**config.mk**
```make
export PLATFORM = sky130hd
export DESIGN_NAME = imem_loader
export DESIGN_NICKNAME = d
export VERILOG_FILES = /design/src/rtl/imem_loader.sv
export SDC_FILE = /design/constraint.sdc
export NUM_CORES = 1
export LEC_CHECK = 0
export ABC_CLOCK_PERIOD_IN_PS = 8800
export CAP_MARGIN = 10
export CORE_ASPECT_RATIO = 1.4
export CORE_MARGIN = 2
export CORE_UTILIZATION = 55
export CTS_CLUSTER_SIZE = 24
export DETAILED_ROUTE_END_ITERATION = 8
export PLACE_DENSITY = 0.81
export SYNTH_ARGS = -nofsm -noshare
export SYNTH_HDL_FRONTEND = slang
export SYNTH_SLANG_ARGS = --single-unit
```
**constraint.sdc**
```tcl
create_clock -name clk -period 8.8 [get_ports clk]
set_clock_uncertainty 0.15 [all_clocks]
set_input_delay 2.64 -clock clk [delete_from_list [all_inputs] [get_ports clk]]
set_output_delay 2.64 -clock clk [all_outputs]
set_load 0.02 [all_outputs]
```
**src/rtl/imem_loader.sv**
```systemverilog
// Boot-link byte stream to instruction-memory word writer; holds the core in reset until loaded.
// Optional trailing XOR checksum byte is enabled by defining IMEM_LOADER_CHECKSUM_EN.
module imem_loader #(
  parameter int unsigned DEPTH     = 1024,
  parameter logic [31:0] BASE_ADDR = 32'h0000_0000
) (
  input  logic        clk,
  input  logic        rst,
  input  logic        i_start,
  input  logic        i_byte_valid,
  input  logic [7:0]  i_byte_data,
  output logic        o_byte_ready,
  output logic [3:0]  o_wen,
  output logic [31:0] o_wdata,
  output logic [31:0] o_waddr,
  output logic        o_core_rst_n,
  output logic        o_done,
  output logic        o_error
);

  typedef enum logic [2:0] {
    IDLE,
    LEN0,
    LEN1,
    DATA,
`ifdef IMEM_LOADER_CHECKSUM_EN
    CSUM,
`endif
    DONE,
    ERR
  } state_t;

  localparam logic [16:0] DEPTH_W = 17'(DEPTH);

  state_t      state;
  logic [15:0] len;
  logic [15:0] word_cnt;
  logic [1:0]  byte_idx;
  logic [23:0] lanes;
`ifdef IMEM_LOADER_CHECKSUM_EN
  logic [7:0]  acc;
`endif

  logic        xfer;
  logic        restart;
  logic [15:0] n_len;

  assign xfer    = i_byte_valid & o_byte_ready;
  assign restart = i_start & ((state == IDLE) | (state == DONE) | (state == ERR));
  assign n_len   = {i_byte_data, len[7:0]};

  always_ff @(posedge clk or posedge rst) begin
    if (rst) begin
      state        <= IDLE;
      len          <= '0;
      word_cnt     <= '0;
      byte_idx     <= '0;
      lanes        <= '0;
`ifdef IMEM_LOADER_CHECKSUM_EN
      acc          <= '0;
`endif
      o_byte_ready <= 1'b0;
      o_wen        <= '0;
      o_wdata      <= '0;
      o_waddr      <= BASE_ADDR;
      o_core_rst_n <= 1'b0;
      o_done       <= 1'b0;
      o_error      <= 1'b0;
    end else begin
      o_wen <= '0;
      if (restart) begin
        state        <= LEN0;
        len          <= '0;
        word_cnt     <= '0;
        byte_idx     <= '0;
`ifdef IMEM_LOADER_CHECKSUM_EN
        acc          <= '0;
`endif
        o_byte_ready <= 1'b1;
        o_core_rst_n <= 1'b0;
        o_done       <= 1'b0;
        o_error      <= 1'b0;
      end else begin
        case (state)
          LEN0: if (xfer) begin
            len[7:0] <= i_byte_data;
`ifdef IMEM_LOADER_CHECKSUM_EN
            acc      <= acc ^ i_byte_data;
`endif
            state    <= LEN1;
          end
          LEN1: if (xfer) begin
            len <= n_len;
`ifdef IMEM_LOADER_CHECKSUM_EN
            acc <= acc ^ i_byte_data;
`endif
            if ({1'b0, n_len} > DEPTH_W) begin
              state        <= ERR;
              o_byte_ready <= 1'b0;
              o_error      <= 1'b1;
            end else if (n_len == '0) begin
`ifdef IMEM_LOADER_CHECKSUM_EN
              state        <= CSUM;
`else
              state        <= DONE;
              o_byte_ready <= 1'b0;
              o_done       <= 1'b1;
`endif
            end else begin
              state <= DATA;
            end
          end
          DATA: if (xfer) begin
`ifdef IMEM_LOADER_CHECKSUM_EN
            acc      <= acc ^ i_byte_data;
`endif
            byte_idx <= byte_idx + 2'd1;
            case (byte_idx)
              2'd0: lanes[7:0]   <= i_byte_data;
              2'd1: lanes[15:8]  <= i_byte_data;
              2'd2: lanes[23:16] <= i_byte_data;
              default: begin
                // Write is issued from the registered lanes plus the live top byte, so no bubble.
                o_wen    <= 4'b1111;
                o_wdata  <= {i_byte_data, lanes};
                o_waddr  <= BASE_ADDR + {14'd0, word_cnt, 2'b00};
                word_cnt <= word_cnt + 16'd1;
                if (word_cnt + 16'd1 == len) begin
`ifdef IMEM_LOADER_CHECKSUM_EN
                  state        <= CSUM;
`else
                  state        <= DONE;
                  o_byte_ready <= 1'b0;
                  o_done       <= 1'b1;
`endif
                end
              end
            endcase
          end
`ifdef IMEM_LOADER_CHECKSUM_EN
          CSUM: if (xfer) begin
            o_byte_ready <= 1'b0;
            if (i_byte_data == acc) begin
              state  <= DONE;
              o_done <= 1'b1;
            end else begin
              state   <= ERR;
              o_error <= 1'b1;
            end
          end
`endif
          // Release one cycle after entering DONE, i.e. after the final write pulse.
          DONE: o_core_rst_n <= 1'b1;
          ERR:  o_core_rst_n <= 1'b0;
          IDLE: o_byte_ready <= 1'b0;
          default: begin
            state        <= IDLE;
            o_byte_ready <= 1'b0;
          end
        endcase
      end
    end
  end

endmodule
```
Word level (Yosys, flattened, before mapping)
Index checks and enable logic that the tools add are counted.

storage, ports and cells
  logic and storage cells = 116
  bits in registers = 117
  input port bits = 12
  output and inout port bits = 72

operators by class
  eq/ne operators = 20
  reductions and logical operators = 25
  mux-type cells = 47
  bitwise gates (word level) = 6
  $add $sub $neg = 2
  order comparisons = 1

operator list
  kind                                                              count
  2-to-1 mux 16 bit                                                 6
  2-to-1 mux 3 bit                                                  8
  != test 3 bit (second input constant)                             7
  2-to-1 mux 1 bit                                                  19
  adder 16 x 1 -> 16 bit (second input constant)                    1
  == test 16 bit                                                    1
  greater-than comparator 16 x 11 -> 1 bit (second input constant)  1
  logical NOT 16 bit                                                1
  2-to-1 mux 4 bit                                                  4
  2-to-1 mux 8 bit                                                  2
  case mux 8 bit (2 select lines)                                   1
  AND reduction 4 bit                                               4
  case mux 3 bit (4 select lines)                                   1
  AND reduction 6 bit                                               2
  nonzero test 2 bit                                                5
  AND reduction 3 bit                                               3
  OR reduction 3 bit                                                3
  AND reduction 7 bit                                               1
  == test 3 x 2 -> 1 bit (second input constant)                    2
  == test 3 bit (second input constant)                             2
  2-to-1 mux 2 bit                                                  3
  != test 2 x 1 -> 1 bit (second input constant)                    3
  nonzero test 3 bit                                                2
  != test 4 bit (second input constant)                             1
  other kinds (13)                                                  18

Depth between registers and ports, before layout
Gate-level depths: netlist of the first run.

  depth after elaboration = 7
  gate-level depth with buffers = 9
  gate-level depth less buffers = 8

Least setup slack after synthesis of the first run
No wires, ideal clock.

  path kind = input port to flip-flop
  start = input port i_byte_data[6]
  end = register o_byte_ready
  path buffers = 0
  arrival = 4.033 ns
  data required time = 8.566 ns
  setup time = 0.084 ns
  path slack = 4.534 ns
  stages on the path = 5
  cells stage by stage = or4_1 or3_1 a41oi_1 o22ai_1 a41oi_2

between the ends
  longest elaborated chain between the ends = 5
  elaborated cells on any way between the ends = 8
  classes of those cells = order compare: 1; eq/ne: 1; mux: 4; reduce/logical: 2

ends and longest elaborated chain
  what                                      RTL line  source
  start: declaration                        11        input logic [7:0] i_byte_data,
  greater-than comparator 16 x 11 -> 1 bit  97        if ({1'b0, n_len} > DEPTH_W) begin
  2-to-1 mux 1 bit                          97
  2-to-1 mux 1 bit                          92        LEN1: if (xfer) begin
  case mux 1 bit (3 select lines)           84        case (state)
  2-to-1 mux 1 bit                          71        if (restart) begin
  end signal: assignment                    79        o_byte_ready <= 1'b1;
  end signal: assignment                    99        o_byte_ready <= 1'b0;
  end signal: assignment                    106       o_byte_ready <= 1'b0;
  end: declaration                          12        output logic o_byte_ready,

Parallel ways exist; a longest one is shown, timed or not. The select of a mux whose other input is x is not followed.
A chain may end at the register's enable or synchronous reset.

Worst setup path after layout of the first run
  start = input port i_byte_valid
  end = register word_cnt[11]

between the ends
  longest elaborated chain between the ends = 3

ends and longest elaborated chain
  what                                  RTL line  source
  start: declaration                    10        input logic i_byte_valid,
  bitwise AND 1 bit                     48        assign xfer = i_byte_valid & o_byte_ready;
  nonzero test 2 bit (no source line)   n/a
  AND reduction 3 bit (no source line)  n/a
  end signal: assignment                127       word_cnt <= word_cnt + 16'd1;
  end: declaration                      37        logic [15:0] word_cnt;

No other way between the ends.

==> results.yml, run 1 <==
setup_path:
  cp_slowest_stage_delay_ps: 660
  crit_chain: "clkdlybuf4s50_1 -> nand2_1 -> o21ai_0 -> nand4_1 -> buf_4 -> inv_1 -> buf_4 -> nor2_1 -> o21ai_0 -> o31ai_1"
  cpMaxStageDelayCell: "nor2_1"
  critPathArrivalTime_ps: 5510
  crit_type: "in -> reg"
  reg2reg_depth: 10
  worst-path-buf-inv: 4
  cp_top_family: "buffers and inverters"
  path_max_fanout: 70
  critPathLaunchType: "input port"
  worstPathRequired_ps: 8960
  crit_cells: 10
  end_kind: "flip-flop"
place:
  portBuffers: 67
  globalplace.congestion: 0.896
  hpwlAfterDp_mm: 8.11
timing:
  min_period_ps: 5350
  slew_headroom: 0.475
  fin_setup_tns_ps: 0
  hold_viol_final: 0
  slew_viol_final: 0
  setup_viol: 0
  rsz0062_at_grt: "no"
  tightest_slew_ps: 785
  timing.fmax_mhz: 187
  post-route-period-util: 0.608
logic_synthesis:
  synthXorXnorAreaFrac: 0.0392
  synth-edff-count: 0
  synth_cell_types: 57
  yosysSeqAreaShare: 0.514
  synth_area_leaders: "dfrtp_1 51%, nand2_1 12%, mux2_2 6.7%, buf_4 2.8%, xnor2_1 2.7%"
  ys_ff_latch: 114
  avgSynthCellArea_um2: 9.67
  synth_adder_area_share: 0.0113
  synth_top_area_frac: 0.514
  synth_compound_area_frac: 0.0744
  synth-simple-area-share: 0.218
  yosysTopAreaCell: "dfrtp_1"
  synth_area_um2: 5550
  yosys_warnings: 0
  synthMuxAreaShare: 0.0868
  async_reset_ff_frac: 1.00
  synthCells: 574
  synth_top_family_by_area: "simple AND/OR/NAND/NOR gates"
  synthFlopType: "dfrtp_1"
detailed_routing:
  wl_per_cell_um: 16.0
  drc: 0
  wl_met1_mm: 5.05
  avgViaCountPerCell: 5.48
  drtPass1Iterations: 4
  wl_met3_um: 666
  wirelength_mm: 12.4
  vias: 4265
  drtIter0Drc: 236
  ant_nets: 0
  top_layer: "met4"
  dr_wl_met2_mm: 6.42
clock_network:
  postCtsSetupRepairBufs: 0
  ctsHoldBuffers: 0
  cts_htree_levels: 4
  clockRootBuffer: "clkbuf_16"
  cts_buffers: 17
  numClockSinks: 114
  cts_tree: "yes"
  clkSlewWorstSetupHoldPaths_ps: 50
  clk_path_buf_depth: 2
  post_cts_resized: 0
  insertion_delay_ps: 410
min_path:
  hold_depth: 2
  min_path_type: "reg -> reg"
global_routing:
  grt_pass1_vias: 4368
  grt_util_all_layers: 0.254
  grt_antenna_before_repair: 0
  overflow: 0
  grt_pass1_wl_mm: 21.2
  grt_max_degree: 71
status:
  status: "finished clean"
cells_and_area:
  antenna_cells: 0
  finalNetCount: 647
  layout_commonest_cell: "nand2_1"
  final_cell_mix: "172 x nand2_1, 114 x dfrtp_1, 67 x clkdlybuf4s50_1"
  syn_to_final_growth_pct: 22.6
  drive_gt1_frac: 0.128
floorplanning:
  core_region_area_um2: 9850
  start_util: 0.564
  die_w_um: 88.9
  ios: 84
  fp-row-count: 43
  die_h_um: 123
  die_area_um2: 10900
power:
  powerDensity_nw_per_um2: 184
  power_mw: 1.25
  ir_drop_mv: 0.157
  p_leak_nw: 3.34
job:
  cap_viol_max_count: 0
## through the flow
| stage | std cells | cell area, um^2 | hold slack [ps] | setup WS, ps | util |
|---|---|---|---|---|---|
| floorplan | 589 | 5610 | 283 | 2990 | - |
| global placement | 746 | 6200 | 294 | 3300 | 0.630 |
| detailed placement | 746 | 6200 | 305 | 3070 | 0.630 |
| CTS | 778 | 6810 | 319 | 3500 | 0.691 |
| global route | 778 | 6810 | 342 | 3190 | 0.691 |
| finish | 778 | 6810 | 312 | 3450 | 0.691 |
## routing by layer
metal,vias up,global-route usage
li1,1990,-
met1,2118,0.318
met2,130,0.420
met3,27,0.0652
met4,0,0.0938
met5,-,0
## state kept, by name, indices dropped and copies added (netlist names)
register      flops
state             3
len              16
o_done            1
o_wdata          32
o_byte_ready      1
lanes            24
o_core_rst_n      1
byte_idx          2
word_cnt         16
o_waddr          16
o_error           1
o_wen             1
## synth_stat cells, types with 2 or more instances
master    instances
nand2_1         172
dfrtp_1         114
mux2_2           33
nor2_1           30
o21ai_0          27
buf_4            21
xnor2_1          17
and2_1           14
clkbuf_1         11
mux2i_1          11
a21oi_1          10
nand3_1          10
buf_2             9
inv_1             9
buf_1             7
nand4_1           7
nor3_1            6
xor2_1            6
ha_1              5
o31ai_1           5
nor2b_1           4
nor4_1            3
o211ai_1          3
and3_1            2
nand2b_1          2
nand3_2           2
nand4_4           2
o21a_1            2
or4_1             2
## power breakdown
group / internal, mW / switching (mW)
combinational: 0.0110 / 0.0264
clock: 0.453 / 0.233
sequential: 0.527 / 0.00243
total: 0.991 / 0.262
## path summary, 6_finish.rpt
path,from,to,slack (ps)
max in group asynchronous,rst,o_error,4770
worst min register to register,lanes[19],o_wdata[19],310
worst max register to register,byte_idx[0],word_cnt[11],5460
worst min-delay path,lanes[19],o_wdata[19],310
min in group asynchronous,rst,o_waddr[4],2550
worst max-delay path,i_byte_valid,word_cnt[11],3450
## kinds of logic (layout without fill, tap and decap cells)
kind of cell	after synthesis	count (layout)
XOR/XNOR	24	24
adder cells (fa/ha/maj)	5	5
multiplexers	44	44
buffers and inverters	58	112
AND/OR/NAND/NOR	265	265
AO/OA/AOI/OAI	63	63
flip-flops	114	114
other	1	16
## area by class of cell
class | count | area, um^2
Timing Repair Buffer | 71 | 701
Multi-Input combinational cell | 417 | 2440
Clock buffer | 24 | 502
Tap cell | 135 | 169
Inverter | 9 | 36.3
Sequential cell | 114 | 2850
Clock inverter | 8 | 100
Fill cell | 736 | 3040
## tightest hold or removal path, delay by kind of cell (launching register included)
kind	cells	cell delay, ps
and+or+nand+nor	2	100
DFF	1	330
No activity file was read; power rests on OpenSTA's default activity.
==> run 2: changes to the inputs <==
Settings changed: ABC_CLOCK_PERIOD_IN_PS 8800 to 4900, CORE_UTILIZATION 55 to 49, PLACE_DENSITY 0.81 to 0.76.
Clock period 8.8 ns to 4.9 ns, I/O delays scaled along.
==> run 2 against run 1 <==
  * Register-to-register slack got worse by 3400 ps
  * Utilization fell by 7.6 points
  * First-iteration DRC count fell by 11%
  * Clock power rose by 91%
  * Global-route usage fell by 2.8 points
  * Flip-flop and latch count did not move
  * Power rose by 86%
  * Cell count rose by 1.3%
  * Die area rose by 12%
  * Hold slack improved by 0.92 ps
  * Final area rose by 0.94%
  * Combinational power rose by 83%
  * Critical path type unchanged
==> results.yml, run 2 (same netlist as run 1, synthesis figures left out) <==
timing:
  setup_viol: 0
  post-route-period-util: 0.688
  timing.fmax_mhz: 297
  hold_viol_final: 0
  tightest_slew_ps: 874
  slew_viol_final: 0
  whs_ps: 313
  rsz0062_at_grt: "no"
  min_period_ps: 3370
  setup_ws_ps: 1530
  slew_headroom: 0.415
  fin_setup_tns_ps: 0
clock_network:
  postCtsSetupRepairBufs: 0
  cts_buffers: 17
  cts_tree: "yes"
  cts_htree_levels: 4
  clockRootBuffer: "clkbuf_16"
  clk_path_buf_depth: 2
  clkSlewWorstSetupHoldPaths_ps: 50
  ctsHoldBuffers: 0
  post_cts_resized: 0
  numClockSinks: 114
  insertion_delay_ps: 410
place:
  portBuffers: 67
  hpwlAfterDp_mm: 8.64
  globalplace.congestion: 0.872
  dp_slack_ps: 1120
  dpl.cell_count: 757
min_path:
  min_from: "lanes[9]"
  min_path_type: "reg -> reg"
floorplanning:
  start_util: 0.497
  ios: 84
  die_w_um: 94.0
  die_h_um: 130
  fp-row-count: 46
  die_area_um2: 12200
  core_region_area_um2: 11200
setup_path:
  worstPathRequired_ps: 5050
  crit_start: "i_byte_valid"
  critPathArrivalTime_ps: 3530
  crit_type: "in -> reg"
  cpMaxStageDelayCell: "nor2_1"
  crit_top_cell: "nand2_1"
  cp_slowest_stage_delay_ps: 580
  path_max_fanout: 31
  end_kind: "flip-flop"
  crit_chain: "clkdlybuf4s50_1 -> nand2_1 -> nand2_1 -> nand4_1 -> inv_1 -> buf_4 -> nor2_1 -> o21ai_0 -> o31ai_1"
  critPathLaunchType: "input port"
  r2r_start: "word_cnt[0]"
cells_and_area:
  reg.largest.list: "o_wdata (32), lanes (24)"
  syn_to_final_growth_pct: 23.8
  largest_reg_flops: 32
  multi_input_comb_area_um2: 2440
  finalNetCount: 649
  drive_gt1_frac: 0.130
  fill_cells: 932
  regMostFlops: "o_wdata"
  register_area_um2: 2850
  final_cell_mix: "172 x nand2_1, 114 x dfrtp_1, 67 x clkdlybuf4s50_1"
  layout_commonest_cell: "nand2_1"
  stdcell_count: 788
  antenna_cells: 0
detailed_routing:
  ant_nets: 0
  wl_per_cell_um: 16.4
  drc: 0
  vias: 4221
  drtPass1Iterations: 5
  wirelength_mm: 12.9
  drtIter0Drc: 211
  avgViaCountPerCell: 5.36
global_routing:
  grt_antenna_before_repair: 0
  grt_pass1_wl_mm: 21.2
  grt_pass1_vias: 4301
  grt_max_degree: 70
  overflow: 0
  grt_util_all_layers: 0.225
power:
  ir_drop_mv: 0.272
  p_leak_nw: 3.37
  power_mw: 2.33
  powerDensity_nw_per_um2: 338
status:
  status: "finished clean"
job:
  cap_viol_max_count: 0
run 2: cell types whose count changed in the layout (fill, tap and decap cells not counted):
cell       change
buf_12         +1
buf_4          +1
bufinv_16      +2
clkbuf_1       -1
clkbuf_8       -2
clkinv_2       +1
clkinv_4       -1
run 2: worst paths after layout:
| kind | end | slack [ps] | depth (start not counted) |
|---|---|---|---|
| worst max-delay path | word_cnt[4] | 1530 | 9 |
| worst min register to register | o_wdata[9] | 310 | 2 |
| worst min-delay path | o_wdata[9] | 310 | 2 |
| worst max register to register | o_byte_ready | 2060 | 7 |
| min in group asynchronous | o_waddr[3] | 1410 | 2 |
| max in group asynchronous | len[10] | 2440 | 3 |
run 2: worst max-delay path, delay by kind of cell:
family / cells / cell delay (ps)
buffers and inverters: 3 / 710
and+or+nand+nor: 4 / 1020
AOI/OAI and AO/OA: 2 / 320
run 2: power breakdown:
group | internal [mW] | switching, mW | total [mW] | leakage (nW)
combinational | 0.0214 | 0.0470 | 0.0684 | 1.49
sequential | 0.946 | 0.00457 | 0.951 | 1.57
clock | 0.884 | 0.422 | 1.31 | 0.309
run 2: per-stage QoR:
stage          area (um^2)   util
2_1_floorplan         5610      -
3_3_place_gp          6240  0.559
3_5_place_dp          6240  0.559
4_1_cts               6870  0.615
5_1_grt               6870  0.615
6_report              6870  0.615
run 2: area by class of cell:
type                            instances  share of cell area
Sequential cell                       114               0.415
Multi-Input combinational cell        417               0.356
Timing Repair Buffer                   73               0.106
Clock buffer                           21              0.0685
Tap cell                              144              0.0262
Clock inverter                         10              0.0228
Inverter                                9             0.00528
run 2: layer usage:
metal / up-vias / track usage / share of wire / wire, um
met5: - / 0 / 0 / 0
met4: 0 / 0.108 / 0.026 / 331
met3: 24 / 0.0502 / 0.053 / 689
met2: 160 / 0.382 / 0.52 / 6770
met1: 2043 / 0.273 / 0.40 / 5110
li1: 1994 / - / - / -
